**src/rtl/os_pfb_dl_pkg.sv**
```systemverilog
// rtl/os_pfb_dl_pkg.sv - shared types and constants for the os_pfb deadlock origin arbiter
package os_pfb_dl_pkg;

    typedef enum logic [1:0] {
        ST_IDLE     = 2'd0,
        ST_HOLD     = 2'd1,
        ST_CLEAR    = 2'd2,
        ST_REPORTED = 2'd3
    } dl_state_t;

    localparam int DL_PROC_NUM = 3;

    localparam int POLYPHASE_FILTER = 0;
    localparam int FFT_CONFIG       = 1;
    localparam int BE               = 2;

    // Human-readable process name for log messages
    function automatic string proc_name(input int idx);
        case (idx)
            POLYPHASE_FILTER: return "polyphase_filter";
            FFT_CONFIG:       return "fft_os_pfb_config";
            BE:               return "be";
            default:          return "unknown";
        endcase
    endfunction

endpackage

```
**src/rtl/os_pfb_dl_prio_enc.sv**
```systemverilog
// rtl/os_pfb_dl_prio_enc.sv - lowest-index priority encoder, one-hot and binary outputs
module os_pfb_dl_prio_enc #(
    parameter int N  = 3,
    parameter int IW = 2
) (
    input  logic [N-1:0]  req,
    output logic [N-1:0]  onehot,
    output logic [IW-1:0] idx,
    output logic          any
);

    // Scan high to low so the lowest set bit is the last one written
    always_comb begin
        onehot = '0;
        idx    = '0;
        for (int i = N - 1; i >= 0; i--) begin
            if (req[i]) begin
                onehot    = '0;
                onehot[i] = 1'b1;
                idx       = IW'(i);
            end
        end
    end

    assign any = |req;

endmodule

```
**src/rtl/os_pfb_dl_origin_arbiter.sv**
```systemverilog
// rtl/os_pfb_dl_origin_arbiter.sv - elects a deadlock origin, broadcasts freeze, confirms or clears
module os_pfb_dl_origin_arbiter
    import os_pfb_dl_pkg::*;
#(
    parameter int PROC_NUM       = DL_PROC_NUM,
    parameter int CONFIRM_CYCLES = 16,
    parameter int ID_W           = 2,
    parameter int FA_W           = 8
) (
    input  logic                clock,
    input  logic                reset,
    input  logic [PROC_NUM-1:0] dl_in_vec,
    output logic                dl_detect_out,
    output logic [PROC_NUM-1:0] origin,
    output logic                token_clear,
    output logic                dl_confirmed,
    output logic [ID_W-1:0]     dl_proc_id,
    output logic                dl_report,
    output logic [FA_W-1:0]     false_alarm_cnt
);

    localparam int CNT_W = (CONFIRM_CYCLES > 2) ? $clog2(CONFIRM_CYCLES) : 1;
    localparam logic [CNT_W-1:0] CNT_LAST = CNT_W'(CONFIRM_CYCLES - 1);

    dl_state_t           state;
    logic [CNT_W-1:0]    cnt;
    logic [ID_W-1:0]     origin_idx;
    logic [PROC_NUM-1:0] enc_onehot;
    logic [ID_W-1:0]     enc_idx;
    logic                enc_any;
    logic                origin_flag;

    os_pfb_dl_prio_enc #(
        .N  (PROC_NUM),
        .IW (ID_W)
    ) u_prio_enc (
        .req    (dl_in_vec),
        .onehot (enc_onehot),
        .idx    (enc_idx),
        .any    (enc_any)
    );

    // Only the elected origin's flag matters while holding
    assign origin_flag = |(dl_in_vec & origin);

    always_ff @(posedge clock) begin
        if (!reset) begin
            state           <= ST_IDLE;
            cnt             <= '0;
            origin          <= '0;
            origin_idx      <= '0;
            dl_detect_out   <= 1'b0;
            token_clear     <= 1'b0;
            dl_confirmed    <= 1'b0;
            dl_proc_id      <= '0;
            dl_report       <= 1'b0;
            false_alarm_cnt <= '0;
        end else begin
            dl_report <= 1'b0;
            case (state)
                ST_IDLE: begin
                    if (enc_any) begin
                        origin        <= enc_onehot;
                        origin_idx    <= enc_idx;
                        dl_detect_out <= 1'b1;
                        cnt           <= '0;
                        state         <= ST_HOLD;
                    end
                end
                ST_HOLD: begin
                    if (!origin_flag) begin
                        token_clear   <= 1'b1;
                        dl_detect_out <= 1'b0;
                        origin        <= '0;
                        if (false_alarm_cnt != '1)
                            false_alarm_cnt <= false_alarm_cnt + 1'b1;
                        state         <= ST_CLEAR;
                    end else if (cnt == CNT_LAST) begin
                        dl_confirmed <= 1'b1;
                        dl_report    <= 1'b1;
                        dl_proc_id   <= origin_idx;
                        state        <= ST_REPORTED;
                    end else begin
                        cnt <= cnt + 1'b1;
                    end
                end
                ST_CLEAR: begin
                    token_clear <= 1'b0;
                    state       <= ST_IDLE;
                end
                default: begin
                end
            endcase
        end
    end

    always_ff @(posedge clock) begin
        if (reset) begin
            assert ($onehot0(origin));
            assert (!(token_clear && dl_detect_out));
            if (state == ST_IDLE)
                assert (!$isunknown(dl_in_vec));
        end
    end

endmodule

```
**config.mk**
```make
export PLATFORM = sky130hd
export DESIGN_NAME = os_pfb_dl_origin_arbiter
export DESIGN_NICKNAME = d
export VERILOG_FILES = /design/src/rtl/os_pfb_dl_pkg.sv /design/src/rtl/os_pfb_dl_prio_enc.sv /design/src/rtl/os_pfb_dl_origin_arbiter.sv
export SDC_FILE = /design/constraint.sdc
export NUM_CORES = 1
export LEC_CHECK = 0
export ABC_CLOCK_PERIOD_IN_PS = 2020
export BUFFER_PORTS_ARGS = -buffer_cell sky130_fd_sc_hd__clkbuf_2
export CORE_ASPECT_RATIO = 1.2
export CORE_UTILIZATION = 54
export DETAILED_ROUTE_END_ITERATION = 8
export GPL_TIMING_DRIVEN = 0
export PLACE_DENSITY = 0.78
export SYNTH_ARGS = -nofsm -noshare
export SYNTH_HDL_FRONTEND = slang
export SYNTH_HIERARCHICAL = 1
export SYNTH_SLANG_ARGS = --single-unit
```
**constraint.sdc**
```tcl
create_clock -name clock -period 2.02 [get_ports clock]
set_input_delay 0.202 -clock clock [delete_from_list [all_inputs] [get_ports clock]]
set_output_delay 0.202 -clock clock [all_outputs]
set_load 0.01 [all_outputs]
```
# Word level (Yosys, flattened, before mapping)
# Cells that the tools add are included.
[word_totals]
output_inout_bits = 17
register_bits = 25
elab_cells = 60
[classes]
n_bitwise = 2
eq_ne = 9
reduce_logical = 14
n_mux = 23
addsub = 2
[ops]
columns = ["operator", "count"]
rows = [
  ["two-way mux 3 bit", 5],
  ["AND reduction 3 bit", 5],
  ["two-way mux 2 bit", 6],
  ["two-way mux 4 bit", 3],
  ["adder 8 x 1 -> 8 bit, second input constant", 1],
  ["inequality test 2 bit, second input constant", 4],
  ["inequality test 8 bit, second input constant", 1],
  ["one-hot mux 4 bit (2 select lines)", 1],
  ["one-hot mux 2 bit (3 select lines)", 1],
  ["one-hot mux 3 bit (2 select lines)", 1],
  ["OR reduction 3 bit", 2],
  ["adder 4 x 1 -> 4 bit, second input constant", 1],
  ["== test 4 bit, second input constant", 1],
  ["two-way mux 1 bit", 4],
  ["one-hot mux 1 bit (2 select lines)", 2],
  ["AND reduction 2 bit", 2],
  ["AND reduction 4 bit", 1],
  ["nonzero test 2 bit", 2],
  ["bitwise AND 3 bit", 1],
  ["inequality test 3 bit, second input constant", 1],
  ["nonzero test 3 bit", 1],
  ["== test 2 x 1 -> 1 bit, second input constant", 1],
  ["== test 2 bit, second input constant", 1],
  ["logical NOT 2 bit", 1],
  ["inverter 1 bit", 1],
]

# Depth between registers and ports, before layout
# Gate-level depths: netlist of the first run.
[logic_depth]
ltp_word = 5
mapped_depth = 7
depth_no_buf = 6

# Modules after synthesis
# Netlist of the first run, hierarchy kept.
[modules_own_cells]
columns = ["mod", "area_each_um2", "n_inst", "cells_each"]
rows = [
  ["os_pfb_dl_origin_arbiter", 1188.6, 1, 135],
  ["os_pfb_dl_prio_enc", 42.5, 1, 6],
]

# Worst setup path after synthesis of the first run
# No wires, ideal clock.
[synth_path]
path_kind = "register -> register"
from = "register origin[0]"
to = "register false_alarm_cnt[3]"
period_less_slack_ps = 1597
path_buffers = 1
setup_time_ps = 70
required_ps = 1950
stages_incl_launch_ff = 6
arrival_time_ps = 1527
slack_ps = 423
cell_sequence = "dfxtp_1 > a222oi_1 > buf_4 > nand2_4 > or4_1 > a21oi_1"
[synth_via]
elab_chain_len = 4
[synth_lines]
columns = ["item", "line", "text"]
rows = [
  ["start: declaration", "os_pfb_dl_origin_arbiter.sv:14", "output logic [PROC_NUM-1:0] origin,"],
  ["start signal: assignment", "os_pfb_dl_origin_arbiter.sv:63", "origin <= enc_onehot;"],
  ["bitwise AND 3 bit", "os_pfb_dl_origin_arbiter.sv:44", "assign origin_flag = |(dl_in_vec & origin);"],
  ["OR reduction 3 bit", "os_pfb_dl_origin_arbiter.sv:44", ""],
  ["inverter 1 bit (no line)", "-", ""],
  ["AND reduction 3 bit (no line)", "-", ""],
  ["end signal: assignment", "os_pfb_dl_origin_arbiter.sv:76", "false_alarm_cnt <= false_alarm_cnt + 1'b1;"],
  ["end: declaration", "os_pfb_dl_origin_arbiter.sv:19", "output logic [FA_W-1:0] false_alarm_cnt"],
]
# No other way between the ends.
# A chain may end at the register's enable or synchronous reset.

# Worst setup path in the final report of the first run
[layout_path]
from = "register state[1]"
to = "register origin[2]"
[layout_via]
elab_chain_len = 3
[layout_lines]
columns = ["item", "line", "text"]
rows = [
  ["start: declaration", "os_pfb_dl_origin_arbiter.sv:25", "dl_state_t state;"],
  ["start signal: assignment", "os_pfb_dl_origin_arbiter.sv:48", "state <= ST_IDLE;"],
  ["start signal: assignment", "os_pfb_dl_origin_arbiter.sv:67", "state <= ST_HOLD;"],
  ["start signal: assignment", "os_pfb_dl_origin_arbiter.sv:77", "state <= ST_CLEAR;"],
  ["== test 2 x 1 -> 1 bit or logical NOT 2 bit (tied branches)", "os_pfb_dl_origin_arbiter.sv:60", "case (state)"],
  ["inequality test 2 bit (no line) or nonzero test 2 bit (tied branches)", "-", ""],
  ["AND reduction 3 bit (no line)", "-", ""],
]
# Parallel ways exist; a longest one is shown, timed or not.

==> run metrics, run 1 <==
DR vias=between 1000 and 1500; Post-DRT Antenna Nets=0; P_leak=0.000571 uW; I/O pin count=22; Final Wtd Congestion=slightly above 0.8; CP startpoint kind=flip-flop; H-tree Lvls=1; CTS tree=done; Final period util=90.2%; first-pass GRT wire length=between 4 and 5 mm; Die Height=54.3 um; most frequent cells in the layout=dfxtp_1, clkbuf_2, a21oi_1; Mapped Area=0.00123 mm2; Post-synth EDFFs=0; worst r2r src=state[1]$_SDFFE_PN0P_; Max Clock Freq=549 MHz; crit path kind=reg -> reg; Critical Path RT=~2.3 ns; Yosys Warn Count=6; hpwl dp=1.93 mm; final setup vio count=0; number of port buffers=21; Pins Over Slew Limit=0; Longest Clk Path Bufs=2; Antenna Cells=0; post-synthesis register bit count=25; core area=0.00209 mm2; DP Area=about 0.0014 mm2; final instance area=between 0.001 and 0.0015 mm2; vias in the first global route=roughly 1000; Worst Tran Pin Value=0.479 ns; Syn Area/Cell=between 8 and 9 um2; Crit Path Max Fanout=10; WL final=between 2 and 3 mm; Initial Utilization=58.8%; post-layout util=around two thirds; DR iter-0 viols=30; drt via density=5.76; pin count of the biggest net entering global routing=15; Root Driver=clkbuf_4; Place WS=0.110 ns; fin nets=178; Worst-Skew Late Latency=roughly 0.32 ns; fin worst setup slack=0.198 ns; Critical Path Source=state[1]$_SDFFE_PN0P_; Post-synth top flop=dfxtp_1; RSZ-0062 raised after global routing=no; Critical Path End Type=flip-flop; final hold viol count=0; mux cell area share after synthesis=approximately 2.4%; Clock Sinks=25; Synth Instances=141; Adder-Cell Fraction of Synth Area=a little over 6%; Critical Path AT=2.10 ns; Rows=18; DRT Pass-1 Iters=4; max-cap violation count=0; GRT Residual Overflow=0; Setup TNS=0 ns; Compound-Gate Fraction of Synth Area=roughly a fifth; clk_skew=approximately 0.0028 ns; hold wc startpoint=reset; xor/xnor share of the synthesized area=0%; wire per inst=roughly 13 um; Syn Nets=about 150; synth unique cells=38; total track usage=between 20% and 30%; total CTS buffers=3; initial antenna violation count=0; largest family of logic cells by synthesized area=simple AND/OR/NAND/NOR gates; drc violations=0; clock-pin slew on the worst setup and hold paths=~0.13 ns; fin crit period=1.82 ns; worst reg-to-reg path cell count=7; FFs w/ async S/R, synth=0%; share of cells above drive strength 1=a little over a fifth; Die ar.=roughly 0.0025 mm2; Max VDD drop=~690 uV; status=completed; CTS Hold Bufs=0; power per cell area=977 mW/mm2; post-synthesis simple-gate area fraction=between 20% and 30%; Horiz. Die Dim=45.6 um; Area Overhead vs Synth=14.2%; HP Class=in -> reg; Hold Path Stages=3; Seq/Total Area, Yosys=40.7%; most common cell after layout, fill and taps aside=dfxtp_1; Max transition margin=between 60% and 70%
==> state kept, by name, indices dropped and copies added, names as in the netlist <==
register	flops
false_alarm_cnt	8
cnt	4
origin	3
dl_proc_id	2
origin_idx	2
state	2
dl_confirmed	1
dl_detect_out	1
dl_report	1
token_clear	1
==> kinds of logic after synthesis <==
logic type	count (synthesis)
AO/OA/AOI/OAI	37
adder cells (fa/ha/maj)	6
buffers and inverters	14
flip-flops	25
multiplexers	3
AND/OR/NAND/NOR	56
==> synth_stat cells, types with 2 or more instances <==
library cell  instances  area [um2]
nand2_1              11        41.3
nor3b_1               3        22.5
nor2_1                4        15.0
buf_4                 4        30.0
dfxtp_1              25         500
a22o_1                3        26.3
o21ai_0               7        35.0
nand2b_1              3        18.8
nor2b_1               2        12.5
clkbuf_1              4        15.0
nor3_1                6        30.0
ha_1                  6        75.1
o31ai_1               2        15.0
a21oi_1              13        65.1
inv_1                 6        22.5
or4_1                 2        15.0
a311oi_1              2        17.5
mux2i_1               3        30.0
o21a_1                2        15.0
and4_1                2        17.5
or3_1                 3        18.8
nand3_1              12        60.1
==> worst paths after layout <==
kind                                                         to  slack, ns
worst min register to register       dl_proc_id[1]$_SDFFE_PN0P_       0.47
worst max-delay path                     origin[2]$_SDFFE_PN0P_       0.20
worst min-delay path            false_alarm_cnt[5]$_SDFFE_PN0P_       0.21
worst max register to register           origin[2]$_SDFFE_PN0P_       0.20
==> final cells by class <==
class                   instances  area (um2)
clock buffers                   3        22.5
repair buffers                 21         105
clock inverters                 1        5.00
multi-input cells             102         667
plain buffers                   8        46.3
well taps                      30        37.5
inverters                       6        22.5
fillers                       185         688
flip-flops and latches         25         500
==> stage by stage <==
step                      total power [uW]  hold WS [ns]  std cells
after floorplan                       1000         0.344        141
after global placement                1130         0.436        192
after detailed placement              1150         0.454        192
after CTS                             1370         0.195        196
after global routing                  1470         0.207        196
final                                 1370         0.206        196
==> metal layers <==
layer / vias up / share of wire, % / wire [um] / global-route usage (%)
li1: 573 / - / - / -
met1: 527 / 43 / 1110 / 26.2
met2: 24 / 53 / 1370 / 42.1
met3: 5 / 2.5 / 65 / 4.62
met4: 0 / 1.6 / 42 / 11.6
met5: - / 0 / 0 / 0
==> critical path: stages, from the launching register on <==
cell and delay [ns]:
dfxtp_1 0.37, inv_1 0.07, ha_1 0.22, clkbuf_2 0.22
mux2i_2 0.28, inv_1 0.11, a21oi_1 0.31, a22o_1 0.18
==> where the power goes <==
part / leakage (uW) / internal, uW / total [uW] / switching [uW]
combinational: 0.000350 / 214 / 539 / 326
clock: 0.0000177 / 74.3 / 219 / 145
sequential: 0.000203 / 560 / 616 / 56.3
total: 0.000571 / 848 / 1370 / 527
==> repair_timing <==
action	4_1_cts	5_1_grt
setup endpoints to repair	0	7
resized for setup	0	3
setup buffers	0	0
endpoints found under the hold margin	0	0
No activity file was read; power rests on OpenSTA's default activity.
==> run 2, diff against run 1 <==
RECOVER_POWER = 100   (was not set)
==> run metrics, run 2 (synthesis gave the netlist of run 1 again) <==
GRT Residual Overflow=0 (unchanged); Crit Path Max Fanout=10 (unchanged); Worst Tran Pin Value=0.477 ns (-0.00169 ns); Pins Over Slew Limit=0 (unchanged); RSZ-0062 raised after global routing=no; max-cap violation count=0 (unchanged); fin nets=178 (unchanged); Clock Sinks=25 (unchanged); Max transition margin=68.0% (+0.11 points); status=completed; H-tree Lvls=1 (unchanged); DRT Pass-1 Iters=4 (unchanged); worst reg-to-reg path cell count=5 (-2); share of cells above drive strength 1=10.8% (-11 points); Post-DRT Antenna Nets=0 (unchanged); Worst-Skew Late Latency=0.32 ns (about the same); Critical Path AT=2.09 ns (about the same); clock-pin slew on the worst setup and hold paths=0.13 ns (about the same); r2r setup slk=0.19 ns (about the same); Sequential Area=500 um2 (unchanged); Rows=18 (unchanged); reg2reg end=false_alarm_cnt[3]$_SDFFE_PN0P_; P_int=831 uW (-1.9%); power per cell area=980 mW/mm2 (+0.30%); WL final=2.61 mm (+0.77%); Horiz. Die Dim=45.6 um (unchanged); Critical Path End Type=flip-flop; drc violations=0 (unchanged); switching part of the total=38.4% (+0.12 points); Max VDD drop=676 uV (-1.8%); Die ar.=0.00248 mm2 (unchanged); final setup vio count=0 (unchanged); Longest Clk Path Bufs=2 (unchanged); CTS tree=done; Reg power frac=45.5% (+0.7 points); Final period util=90.8% (+0.57 points); Root Driver=clkbuf_4; Critical Path Source=origin[0]$_SDFFE_PN0P_; critical path endpoint=false_alarm_cnt[3]$_SDFFE_PN0P_; core area=0.00209 mm2 (unchanged); Critical Path RT=2.28 ns (about the same); total CTS buffers=3 (unchanged); Max Clock Freq=545 MHz (-0.62%); wire per inst=13.3 um (+0.77%); most frequent cells in the layout=dfxtp_1, clkbuf_1, a21oi_1; worst stage delay on the critical path=0.54 ns (+0.17 ns); Reg with most FFs=false_alarm_cnt; drt via density=5.75 (-0.18%); total track usage=23.6% (unchanged); number of port buffers=21 (unchanged); Final Wtd Congestion=0.820 (unchanged); switching power=519 uW (-1.4%); pin count of the biggest net entering global routing=15 (unchanged); fin worst setup slack=0.187 ns (-0.0114 ns); Die Height=54.3 um (unchanged); DR iter-0 viols=33 (+10%); fillers=202 (+9.2%); CP max-delay cell=or4_1; Place WS=0.110 ns (unchanged); first-pass GRT wire length=4.16 mm (unchanged); hpwl dp=1.93 mm (unchanged); final hold viol count=0 (unchanged); vias in the first global route=998 (unchanged); final hold slack=0.206 ns (-0.000273 ns); crit path kind=reg -> reg; combinational power share=38.2% (-1.0 points); CP startpoint kind=flip-flop; initial antenna violation count=0 (unchanged); area occupied by multi-input gates=659 um2 (-1.1%); HP Class=in -> reg; Antenna Cells=0 (unchanged); worst r2r src=origin[0]$_SDFFE_PN0P_; Cell Chain, Critical Path=a222oi_1, buf_4, nand2_1, or4_1, a21oi_1; Setup TNS=0 ns (unchanged); clock power share=16.3% (+0.4 points); clk_skew=0.00176 ns (-0.00102 ns); I/O pin count=22 (unchanged); postcts setup bufs=0 (unchanged); most common cell after layout, fill and taps aside=dfxtp_1; fin crit period=1.83 ns (+0.0114 ns); Initial Utilization=58.8% (unchanged); DR vias=1127 (-0.18%); Top Registers=false_alarm_cnt: 8 flops, cnt: 4 flops, origin: 3 flops; max FFs per register=8 (unchanged); P_leak=0.000510 uW (-11%); Area Overhead vs Synth=11.9%
## run 2: changes by cell type in the layout (fill, tap and decap cells not counted)
| cell | before | now |
|---|---|---|
| clkbuf_1 | 3 | 20 |
| clkbuf_2 | 22 | 5 |
| nand2_1 | 11 | 12 |
| nand2_4 | 1 | 0 |
## run 2: critical path, delay by kind of cell, from the launching register on
| family | cells | cell delay (ns) |
|---|---|---|
| buf+inv | 1 | 0.22 |
| flops | 1 | 0.35 |
| compound gates | 2 | 0.47 |
| simple gates | 2 | 0.73 |
## run 2: worst min-delay path by stage
| stage | startpoint | endpoint | cells after the start |
|---|---|---|---|
| 4_1_cts | reset | false_alarm_cnt[5]$_SDFFE_PN0P_ | 3 |
| 5_1_grt | reset | false_alarm_cnt[4]$_SDFFE_PN0P_ | 3 |
| 2_1_floorplan | reset | cnt[3]$_SDFFE_PN0P_ | 2 |
| 3_3_place_gp | dl_detect_out$_SDFFE_PN0P_ | dl_detect_out$_SDFFE_PN0P_ | 1 |
| 3_5_place_dp | origin_idx[1]$_SDFFE_PN0P_ | dl_proc_id[1]$_SDFFE_PN0P_ | 2 |
| 6_report | dl_in_vec[1] | origin_idx[1]$_SDFFE_PN0P_ | 4 |
## run 2: power by group through the flow
stage               clock network [uW]  logic, uW  registers [uW]
detailed placement                   0        525             627
global route                       247        579             625
finish                             220        516             615
CTS                                230        529             616
global placement                     0        510             622
floorplan                            0        368             637
## run 2: per-layer routing
metal | vias to the layer above | GRT usage (%) | wire length [um]
met5 | - | 0 | 0
met4 | 0 | 11.6 | 42
met3 | 5 | 4.62 | 96
met2 | 30 | 42.1 | 1380
met1 | 523 | 26.2 | 1090
li1 | 569 | - | -
## run 2: cell type report
| cell class | instances | area share [%] |
|---|---|---|
| multi-input cells | 102 | 47.9 |
| flip-flops and latches | 25 | 36.3 |
| repair buffers | 21 | 6.09 |
| plain buffers | 8 | 3.36 |
| well taps | 30 | 2.72 |
| clock buffers | 3 | 1.63 |
| inverters | 6 | 1.63 |
| clock inverters | 1 | 0.363 |
## run 2: what timing repair did
action | 4_1_cts | 5_1_grt
gates resized for setup | 0 | 3
hold endpoints to repair | 0 | 0
setup endpoints to repair | 0 | 7
hold buffers | 0 | 0
## run 2: stage by stage
step	util, %	total power [uW]	cell area, um2	instances
floorplan	-	1000	1230	141
global placement	65.6	1130	1370	192
detailed placement	65.6	1150	1370	192
CTS	66.9	1370	1400	196
global route	65.8	1450	1380	196
finish	65.8	1350	1380	196
==> run 3, diff against run 2 <==
ABC_CLOCK_PERIOD_IN_PS = 1900   (was 2020)
BUFFER_PORTS_ARGS = -buffer_cell sky130_fd_sc_hd__buf_4   (was -buffer_cell sky130_fd_sc_hd__clkbuf_2)
clock period = 1.9 ns   (was 2.02 ns; I/O delays follow)
==> run metrics, run 3 (synthesis gave the netlist of run 1 again) <==
status=completed; Pins Over Slew Limit=0 (unchanged); drt via density=5.71 (-0.71%); DP Area=0.00143 mm2 (+3.8%); initial antenna violation count=0 (unchanged); Final Wtd Congestion=0.845 (+3.0%); Place WS=-0.0574 ns (-0.167 ns); crit path kind=reg -> reg; DRT Pass-1 Iters=4 (unchanged); most common cell after layout, fill and taps aside=dfxtp_1; fin worst setup slack=0.118 ns (-0.0689 ns); Post-DRT Antenna Nets=0 (unchanged); Horiz. Die Dim=45.6 um (unchanged); Max VDD drop=726 uV (+7.5%); Power Total=1490 uW (+11%); Initial Utilization=58.8% (unchanged); Non-Filler Instances=196 (unchanged); H-tree Lvls=1 (unchanged); share of cells above drive strength 1=12.0% (+1.2 points); Max Clock Freq=561 MHz (+2.9%); Top Registers=false_alarm_cnt: 8 flops, cnt: 4 flops, origin: 3 flops; CTS tree=done; vias in the first global route=929 (-6.9%); Worst-Skew Late Latency=0.32 ns (about the same); Die ar.=0.00248 mm2 (unchanged); fin crit period=1.78 ns (-0.0511 ns); Reg with most FFs=false_alarm_cnt; number of port buffers=21 (unchanged); final hold viol count=0 (unchanged); fillers=205 (+1.5%); pin count of the biggest net entering global routing=14 (-1); RSZ-0062 raised after global routing=no; final instance area=0.00141 mm2 (+2.1%); I/O pin count=22 (unchanged); Crit Path Max Fanout=10 (unchanged); Critical Path AT=2.04 ns (-0.05 ns); max-cap violation count=0 (unchanged); GRT Residual Overflow=0 (unchanged); Root Driver=clkbuf_4; Antenna Cells=0 (unchanged); Die Height=54.3 um (unchanged); core area=0.00209 mm2 (unchanged); Longest Clk Path Bufs=2 (unchanged); post-layout util=67.1% (+1.4 points); P_leak=0.000513 uW (+0.49%); DR vias=1119 (-0.71%); Critical Path RT=2.16 ns (-0.12 ns); total CTS buffers=3 (unchanged); final setup vio count=0 (unchanged); WL final=2.63 mm (+0.69%); max FFs per register=8 (unchanged); power per cell area=1060 mW/mm2 (+8.3%); Worst Tran Pin Value=0.464 ns (-0.0131 ns); HP Class=in -> reg; Max transition margin=68.8% (+0.88 points); DR iter-0 viols=27 (-18%); most frequent cells in the layout=dfxtp_1, clkbuf_1, a21oi_1, nand3_1, nand2_1; CP startpoint kind=flip-flop; clock-pin slew on the worst setup and hold paths=0.13 ns (about the same); Final period util=93.8% (+3.0 points); wire per inst=13.4 um (+0.69%); placed insts=192 (unchanged); drc violations=0 (unchanged); Area Overhead vs Synth=14.2%; first-pass GRT wire length=4.10 mm (-1.5%); clk_skew=0.00154 ns (-0.000228 ns); Rows=18 (unchanged); Critical Path End Type=flip-flop; fin nets=178 (unchanged); total track usage=23.5% (-0.14 points); Clock Sinks=25 (unchanged); hpwl dp=1.94 mm (+0.71%)
[run 3: metrics by stage]
stage          TNS [ns]  hold slack [ns]
2_1_floorplan         0            0.332
3_3_place_gp    -0.0976            0.439
3_5_place_dp     -0.185            0.446
4_1_cts               0            0.162
5_1_grt               0            0.132
6_report              0            0.158
[run 3: what timing repair did]
| action | 4_1_cts | 5_1_grt |
|---|---|---|
| hold buffers | 0 | 0 |
| gates resized for setup | 2 | 3 |
| hold endpoints to repair | 0 | 0 |
| buffers inserted | 0 | 0 |
| endpoints found under the setup margin | 7 | 6 |
| gates cloned | 0 | 0 |
[run 3: worst max-delay path, stage by stage, from the launching register on]
cell and delay (ns):
dfxtp_1 0.35, a222oi_1 0.33, buf_4 0.23, nand2_2 0.13
or4_1 0.52, a21oi_1 0.16
[run 3: area by class of cell]
class	instances	area [um2]	share of cell area (%)
plain buffers	8	46.3	3.29
inverters	6	22.5	1.60
clock buffers	4	26.3	1.87
multi-input cells	102	679	48.3
repair buffers	21	93.8	6.67
flip-flops and latches	25	500	35.6
well taps	30	37.5	2.67
[run 3: per-layer routing]
metal  GRT usage [%]  wire [um]
met1            27.6       1170
met2            40.5       1350
met3            3.96         56
met4            11.6         46
met5               0          0
[run 3: power by group]
group          internal [uW]  switching (uW)  total, uW  leakage [uW]
clock network           82.3             160        243     0.0000150
logic                    233             364        597      0.000295
registers                595            59.0        654      0.000203
[run 3: path summary, 6_finish.rpt]
path / startpoint / end / slack (ns) / cells past startpoint
max reg2reg: origin[0]$_SDFFE_PN0P_ / false_alarm_cnt[3]$_SDFFE_PN0P_ / 0.12 / 5
min reg2reg: origin_idx[1]$_SDFFE_PN0P_ / origin_idx[1]$_SDFFE_PN0P_ / 0.47 / 2
max: origin[0]$_SDFFE_PN0P_ / false_alarm_cnt[3]$_SDFFE_PN0P_ / 0.12 / 5
min: reset / cnt[3]$_SDFFE_PN0P_ / 0.16 / 3
